$ cat src/rtl/venus_exec_pkg.sv
// Shared types and helpers for the exec-stage writeback slice.
//   W_OPR      : operand/result width
//   W_REG      : register address width
//   wb_entry_t : buffered result {data, dst, wen}
//   flags_t    : {z, n, p} condition flags
//   calc_flags : zero / msb / odd-parity of a result
package venus_exec_pkg;

  localparam int unsigned W_OPR = 32;
  localparam int unsigned W_REG = 5;

  typedef struct packed {
    logic [W_OPR-1:0] data;
    logic [W_REG-1:0] dst;
    logic             wen;
  } wb_entry_t;

  typedef struct packed {
    logic z;
    logic n;
    logic p;
  } flags_t;

  // p is set for an odd number of ones
  function automatic flags_t calc_flags(input logic [W_OPR-1:0] data);
    flags_t f;
    f.z = (data == '0);
    f.n = data[W_OPR-1];
    f.p = ^data;
    return f;
  endfunction

endpackage

$ cat src/rtl/exec_wb_fifo.sv
// In-order result buffer for exec_result_wb.
//   clk_i, rst_n_i : clock, async active-low reset
//   push_i, pop_i  : enqueue wdata_i / dequeue head (caller guards full/empty)
//   head_o         : oldest entry
//   full_o/empty_o : registered occupancy flags
//   mem_o, rd_ptr_o, count_o : raw storage view, only with EXEC_WB_FWD_EN
module exec_wb_fifo
  import venus_exec_pkg::*;
#(
  parameter  int unsigned DEPTH = 2,
  localparam int unsigned PTR_W = $clog2(DEPTH),
  localparam int unsigned CNT_W = $clog2(DEPTH + 1)
) (
  input  logic      clk_i,
  input  logic      rst_n_i,
  input  logic      push_i,
  input  logic      pop_i,
  input  wb_entry_t wdata_i,
  output wb_entry_t head_o,
  output logic      full_o,
  output logic      empty_o
`ifdef EXEC_WB_FWD_EN
  ,
  output wb_entry_t [DEPTH-1:0] mem_o,
  output logic [PTR_W-1:0]      rd_ptr_o,
  output logic [CNT_W-1:0]      count_o
`endif
);

  wb_entry_t [DEPTH-1:0] mem_q;
  logic [PTR_W-1:0]      wr_ptr_q, rd_ptr_q;
  logic [CNT_W-1:0]      count_q, count_d;
  logic                  full_q, empty_q;

  // Occupancy next state; simultaneous push+pop leaves it unchanged
  always_comb begin
    count_d = count_q;
    if (push_i && !pop_i) begin
      count_d = count_q + CNT_W'(1);
    end else if (pop_i && !push_i) begin
      count_d = count_q - CNT_W'(1);
    end
  end

  // Pointers wrap naturally since DEPTH is a power of two; flags track count_d
  always_ff @(posedge clk_i or negedge rst_n_i) begin
    if (!rst_n_i) begin
      wr_ptr_q <= '0;
      rd_ptr_q <= '0;
      count_q  <= '0;
      full_q   <= 1'b0;
      empty_q  <= 1'b1;
    end else begin
      if (push_i) wr_ptr_q <= wr_ptr_q + PTR_W'(1);
      if (pop_i)  rd_ptr_q <= rd_ptr_q + PTR_W'(1);
      count_q <= count_d;
      full_q  <= (count_d == CNT_W'(DEPTH));
      empty_q <= (count_d == '0);
    end
  end

  // Entry storage, no reset needed
  always_ff @(posedge clk_i) begin
    if (push_i) mem_q[wr_ptr_q] <= wdata_i;
  end

  assign head_o  = mem_q[rd_ptr_q];
  assign full_o  = full_q;
  assign empty_o = empty_q;

`ifdef EXEC_WB_FWD_EN
  assign mem_o    = mem_q;
  assign rd_ptr_o = rd_ptr_q;
  assign count_o  = count_q;
`endif

endmodule

$ cat src/rtl/exec_result_wb.sv
// Exec-stage writeback: buffers exec results in an in-order FIFO and drains
// one per cycle into the register-file write port, tracking ZNP flags.
//   clk_i, rst_n_i                      : clock, async active-low reset
//   res_valid_i/res_ready_o             : result handshake (ready = !full, registered)
//   res_data_i, res_dst_i, res_wen_i    : result payload
//   rf_ready_i                          : rf write port available
//   rf_we_o, rf_addr_o, rf_data_o       : registered rf write
//   flags_o                             : {Z,N,P} of last retired result
//   busy_o                              : FIFO non-empty
// Optional EXEC_WB_FWD_EN adds combinational forwarding:
//   fwd_addr_i, fwd_hit_o, fwd_data_o
module exec_result_wb
  import venus_exec_pkg::*;
#(
  parameter int unsigned DEPTH = 2
) (
  input  logic             clk_i,
  input  logic             rst_n_i,
  input  logic             res_valid_i,
  output logic             res_ready_o,
  input  logic [W_OPR-1:0] res_data_i,
  input  logic [W_REG-1:0] res_dst_i,
  input  logic             res_wen_i,
  input  logic             rf_ready_i,
  output logic             rf_we_o,
  output logic [W_REG-1:0] rf_addr_o,
  output logic [W_OPR-1:0] rf_data_o,
  output logic [2:0]       flags_o,
  output logic             busy_o
`ifdef EXEC_WB_FWD_EN
  ,
  input  logic [W_REG-1:0] fwd_addr_i,
  output logic             fwd_hit_o,
  output logic [W_OPR-1:0] fwd_data_o
`endif
);

  localparam int unsigned PTR_W = $clog2(DEPTH);
  localparam int unsigned CNT_W = $clog2(DEPTH + 1);

  wb_entry_t        wdata, head;
  logic             full, empty;
  logic             push_c, pop_c;
  logic             rf_we_q, rf_we_d;
  logic [W_REG-1:0] rf_addr_q, rf_addr_d;
  logic [W_OPR-1:0] rf_data_q, rf_data_d;
  flags_t           flags_q, flags_d;

`ifdef EXEC_WB_FWD_EN
  wb_entry_t [DEPTH-1:0] fifo_mem;
  logic [PTR_W-1:0]      fifo_rd_ptr;
  logic [CNT_W-1:0]      fifo_count;
`endif

  assign wdata  = '{data: res_data_i, dst: res_dst_i, wen: res_wen_i};
  assign push_c = res_valid_i && !full;
  assign pop_c  = !empty && rf_ready_i;

  exec_wb_fifo #(.DEPTH(DEPTH)) u_fifo (
    .clk_i    (clk_i),
    .rst_n_i  (rst_n_i),
    .push_i   (push_c),
    .pop_i    (pop_c),
    .wdata_i  (wdata),
    .head_o   (head),
    .full_o   (full),
    .empty_o  (empty)
`ifdef EXEC_WB_FWD_EN
    ,
    .mem_o    (fifo_mem),
    .rd_ptr_o (fifo_rd_ptr),
    .count_o  (fifo_count)
`endif
  );

  // Retire stage: write strobe pulses for one cycle, addr/data/flags hold
  always_comb begin
    rf_we_d   = 1'b0;
    rf_addr_d = rf_addr_q;
    rf_data_d = rf_data_q;
    flags_d   = flags_q;
    if (pop_c) begin
      rf_we_d   = head.wen;
      rf_addr_d = head.dst;
      rf_data_d = head.data;
      flags_d   = calc_flags(head.data);
    end
  end

  always_ff @(posedge clk_i or negedge rst_n_i) begin
    if (!rst_n_i) begin
      rf_we_q   <= 1'b0;
      rf_addr_q <= '0;
      rf_data_q <= '0;
      flags_q   <= '0;
    end else begin
      rf_we_q   <= rf_we_d;
      rf_addr_q <= rf_addr_d;
      rf_data_q <= rf_data_d;
      flags_q   <= flags_d;
    end
  end

  assign res_ready_o = !full;
  assign busy_o      = !empty;
  assign rf_we_o     = rf_we_q;
  assign rf_addr_o   = rf_addr_q;
  assign rf_data_o   = rf_data_q;
  assign flags_o     = flags_q;

`ifdef EXEC_WB_FWD_EN
  // Output stage first, then FIFO slots oldest to youngest so the youngest match wins
  always_comb begin
    logic [PTR_W-1:0] slot;
    slot       = '0;
    fwd_hit_o  = 1'b0;
    fwd_data_o = '0;
    if (rf_we_q && (rf_addr_q == fwd_addr_i)) begin
      fwd_hit_o  = 1'b1;
      fwd_data_o = rf_data_q;
    end
    for (int unsigned i = 0; i < DEPTH; i++) begin
      slot = fifo_rd_ptr + PTR_W'(i);
      if ((CNT_W'(i) < fifo_count) && fifo_mem[slot].wen &&
          (fifo_mem[slot].dst == fwd_addr_i)) begin
        fwd_hit_o  = 1'b1;
        fwd_data_o = fifo_mem[slot].data;
      end
    end
  end
`endif

endmodule
$ cat config.mk
export PLATFORM = sky130hd
export DESIGN_NAME = exec_result_wb
export DESIGN_NICKNAME = d
export VERILOG_FILES = /design/src/rtl/venus_exec_pkg.sv /design/src/rtl/exec_wb_fifo.sv /design/src/rtl/exec_result_wb.sv
export SDC_FILE = /design/constraint.sdc
export NUM_CORES = 1
export LEC_CHECK = 0
export ABC_AREA = 1
export ABC_CLOCK_PERIOD_IN_PS = 3330
export CORE_MARGIN = 3
export CORE_UTILIZATION = 55
export CTS_BUF_LIST = sky130_fd_sc_hd__clkbuf_4 sky130_fd_sc_hd__clkbuf_8
export DETAILED_ROUTE_END_ITERATION = 8
export MAX_ROUTING_LAYER = met4
export PLACE_DENSITY = 0.91
export SLEW_MARGIN = 5
export SYNTH_ARGS = -nofsm -noshare
export SYNTH_HDL_FRONTEND = slang
export SYNTH_SLANG_ARGS = --single-unit
$ cat constraint.sdc
create_clock -name clk_i -period 3.33 [get_ports clk_i]
set_clock_uncertainty 0.1 [all_clocks]
set_input_delay 0.4995 -clock clk_i [delete_from_list [all_inputs] [get_ports clk_i]]
set_output_delay 0.4995 -clock clk_i [all_outputs]
set_load 0.005 [all_outputs]
==> results.txt <==
Status -> finished, final reports clean
I/O pin total -> 85
First-pass GRT wire length -> 16,190 um
GRT overflow -> 0
CP Data Required Time -> 3.54 ns
Crit path DAT -> 2.76 ns
Remaining antenna violation count -> 0
Delay-heaviest family, CP -> flip-flops
Post-CTS Setup Inserts -> 0
DRC -> 0
Fin cells -> 620
PortBufs -> 84
Final setup violating endpoints -> 0
Type of origin of the critical path -> register
Cell taking the most area after synthesis -> edfxtp_1
# nets final -> 557
Crit-path max FO -> 23
Unique masters post-synth -> 27
Critical path startpoint -> u_fifo.rd_ptr_q$_DFFE_PN0P_
Clock Tree Buf Depth -> 2
Die ar. -> 0.01030 mm^2
Total power -> 6.473 mW
Post-synth EDFFs -> 76
Wire per inst -> 16.16 um
Largest net degree at the start of global routing -> 47
Minimum clock period -> 2.549 ns
Total track usage -> 21.48%
CP Cell Sequence -> buf_12 > mux2i_1 > ha_1 > inv_1 > nand2_1 > nand2_1 > nand3_1 > nand2_1 > nand2_1 > nand2_1 > nand2_1 > nand3_1 > nand2_1
Final Util -> 73.06%
CTS sink count -> 122
CTS tree -> done
PwrDens -> 1006 mW/mm^2
Die Ht -> 101.5 um
Max Slew Vio Count -> 0
Inserted Clock Buffers -> 17
R2R depth -> 13
Worst path buffer plus inverter count -> 2
CP max stage delay -> 0.73 ns
Final antenna diode count -> 0
Vias after detailed routing -> 3,298
FF-to-FF setup slack -> 0.78 ns
Initial drt markers -> 181
Critical-path top delay cell -> dfrtp_2
Most frequent cells after synthesis -> nand2_1, edfxtp_1, dfrtp_1
# hold bufs at CTS -> 0
Final wirelength -> 10,020 um
Post-cts sizing count -> 0
Crit end category -> register
CTS clk-pin slew, worst paths -> 0.07 ns
Sequential power share -> 36.8%
Initial antenna violation count -> 0
Top FF cell, synth -> edfxtp_1
RR Endpoint -> flags_o[0]$_DFFE_PN0P_
Clock share of power -> 21.7%
Seq/Total Area, Yosys -> 68.49%
Post-synth net total -> 463
Max Cap Viol -> 0
DR vias/cell -> 5.319
Min-Delay Path Class -> primary input to asynchronous set/reset pin
Sw Share -> 35.95%
Layout cells sized above 1 -> 9.570%
H-Tree Depth -> 4
Critical R2R Launch -> u_fifo.rd_ptr_q$_DFFE_PN0P_
Clk_lat worst skew -> 0.42 ns
Pre-CTS setup slack -> 0.8248 ns
Pre-Repair DR Iteration Count -> 4
DP Wirelength -> 6746 um
Root Buffer -> clkbuf_8
Crit path kind -> register to register
Logic pwr share -> 41.6%
Fmax -> 0.3924 GHz
Switching power -> 2.327 mW
DP Area -> 0.006001 mm^2
Yosys warns -> 0
Core Rows -> 34
Number of global-route vias before repair -> 3,439
GPL Wtd Cong -> 0.7844
Max-Slew Margin vs Limit -> 27.92%
Core ar. -> 0.008806 mm^2
Final setup margin -> 0.7813 ns
Cells after DPL -> 588
Post-Synthesis Cells -> 405
Worst-margin pin slew -> 1.081 ns
Average instance area after synthesis -> 12.38 um^2
P_leak -> 2.737 nW
Cell with the most instances after synthesis -> nand2_1
Worst vdd ir -> 0.4816 mV
Ranking of synthesized cells by area -> edfxtp_1, dfrtp_1, nand2_1
Tcrit/Tclk final -> 76.54%
Hold WS -> 0.1649 ns
RSZ-0062 raised after global routing -> no
Fillers -> 564
TNS Setup -> 0 ns
Cell-internal power -> 4.146 mW
Die Width -> 101.5 um
Synth Register Bits -> 122
Initial Util -> 56.95%
FFs w/ async S/R, synth -> 37.70%
Post-synth top area share -> 45.51%
Syn-to-layout area delta -> 28.29%
Post-Syn Area -> 0.005015 mm^2
Design area -> 0.006434 mm^2
Most used cell, CP -> nand2_1
Hold violation total from the final report -> 0
-- per-layer routing --
metal	global-route usage, %	wire length, um	vias up	share of wire, %
met4	8.180	198	0	2.0
met5	-	0	-	0
met1	26.19	4222	1601	42
met2	35.11	5108	104	51
met3	4.890	489	20	4.9
li1	-	-	1573	-
-- logic make-up after synthesis --
family | Yosys count | share of synthesized area (%)
xor+xnor | 6 | 1.198
fa+ha+maj | 16 | 3.992
flops | 122 | 68.49
mux | 32 | 6.387
simple gates | 143 | 11.63
compound gates | 44 | 4.691
buf+inv | 42 | 3.618
-- final cells by class --
class	instances	area (um^2)	share of cell area, %
repair buffers	89	910.9	14.16
flip-flops and latches	122	3436	53.40
multi-input cells	241	1414	21.98
well taps	108	135.1	2.100
clock inverters	15	198.9	3.092
inverters	28	105.1	1.634
clock buffers	17	234.0	3.637
-- placed cells by master, fill, tap and decap left out, types with 3 or more instances in the layout --
cell type,synthesis,final
o21ai_1,37,37
nand4_1,4,4
ha_1,16,16
buf_12,0,3
inv_2,3,3
clkinv_4,0,3
clkinvlp_4,0,4
clkbuf_8,0,17
nand3_1,7,7
nand2_1,109,109
nor2_1,18,16
mux2i_1,32,32
dfrtp_1,45,44
inv_1,25,25
edfxtp_1,76,76
nor2_4,1,3
bufinv_16,0,4
clkdlybuf4s50_1,0,83
xor2_1,4,4
o21ai_0,5,5
-- sequential cells by signal (all words and copies together) (netlist names) --
| register | cells |
|---|---|
| u_fifo.mem_q | 76 |
| u_fifo.empty_o | 1 |
| u_fifo.wr_ptr_q | 1 |
| rf_addr_o | 5 |
| flags_o | 2 |
| rf_data_o | 32 |
| u_fifo.count_q | 2 |
| u_fifo.full_o | 1 |
| u_fifo.rd_ptr_q | 1 |
| rf_we_o | 1 |
-- worst max path at each step --
stage | to | slack (ns) | cells after the start
after detailed placement | flags_o[0]$_DFFE_PN0P_ | 0.82 | 13
after CTS | flags_o[0]$_DFFE_PN0P_ | 0.81 | 13
after floorplan | u_fifo.mem_q[0]$_DFFE_PP_ | 0.62 | 2
final | flags_o[0]$_DFFE_PN0P_ | 0.78 | 13
after global routing | flags_o[0]$_DFFE_PN0P_ | 0.59 | 13
after global placement | flags_o[0]$_DFFE_PN0P_ | 0.96 | 13
-- power groups by stage --
stage               registers, mW  logic (mW)  clock network (mW)
CTS                          2.38        2.69                1.43
floorplan                    2.34        1.67                   0
global route                 2.43        3.01                1.49
finish                       2.38        2.69                1.40
global placement             2.38        2.48                   0
detailed placement           2.40        2.65                   0
Note: power is estimated with default switching activity, not from simulation.
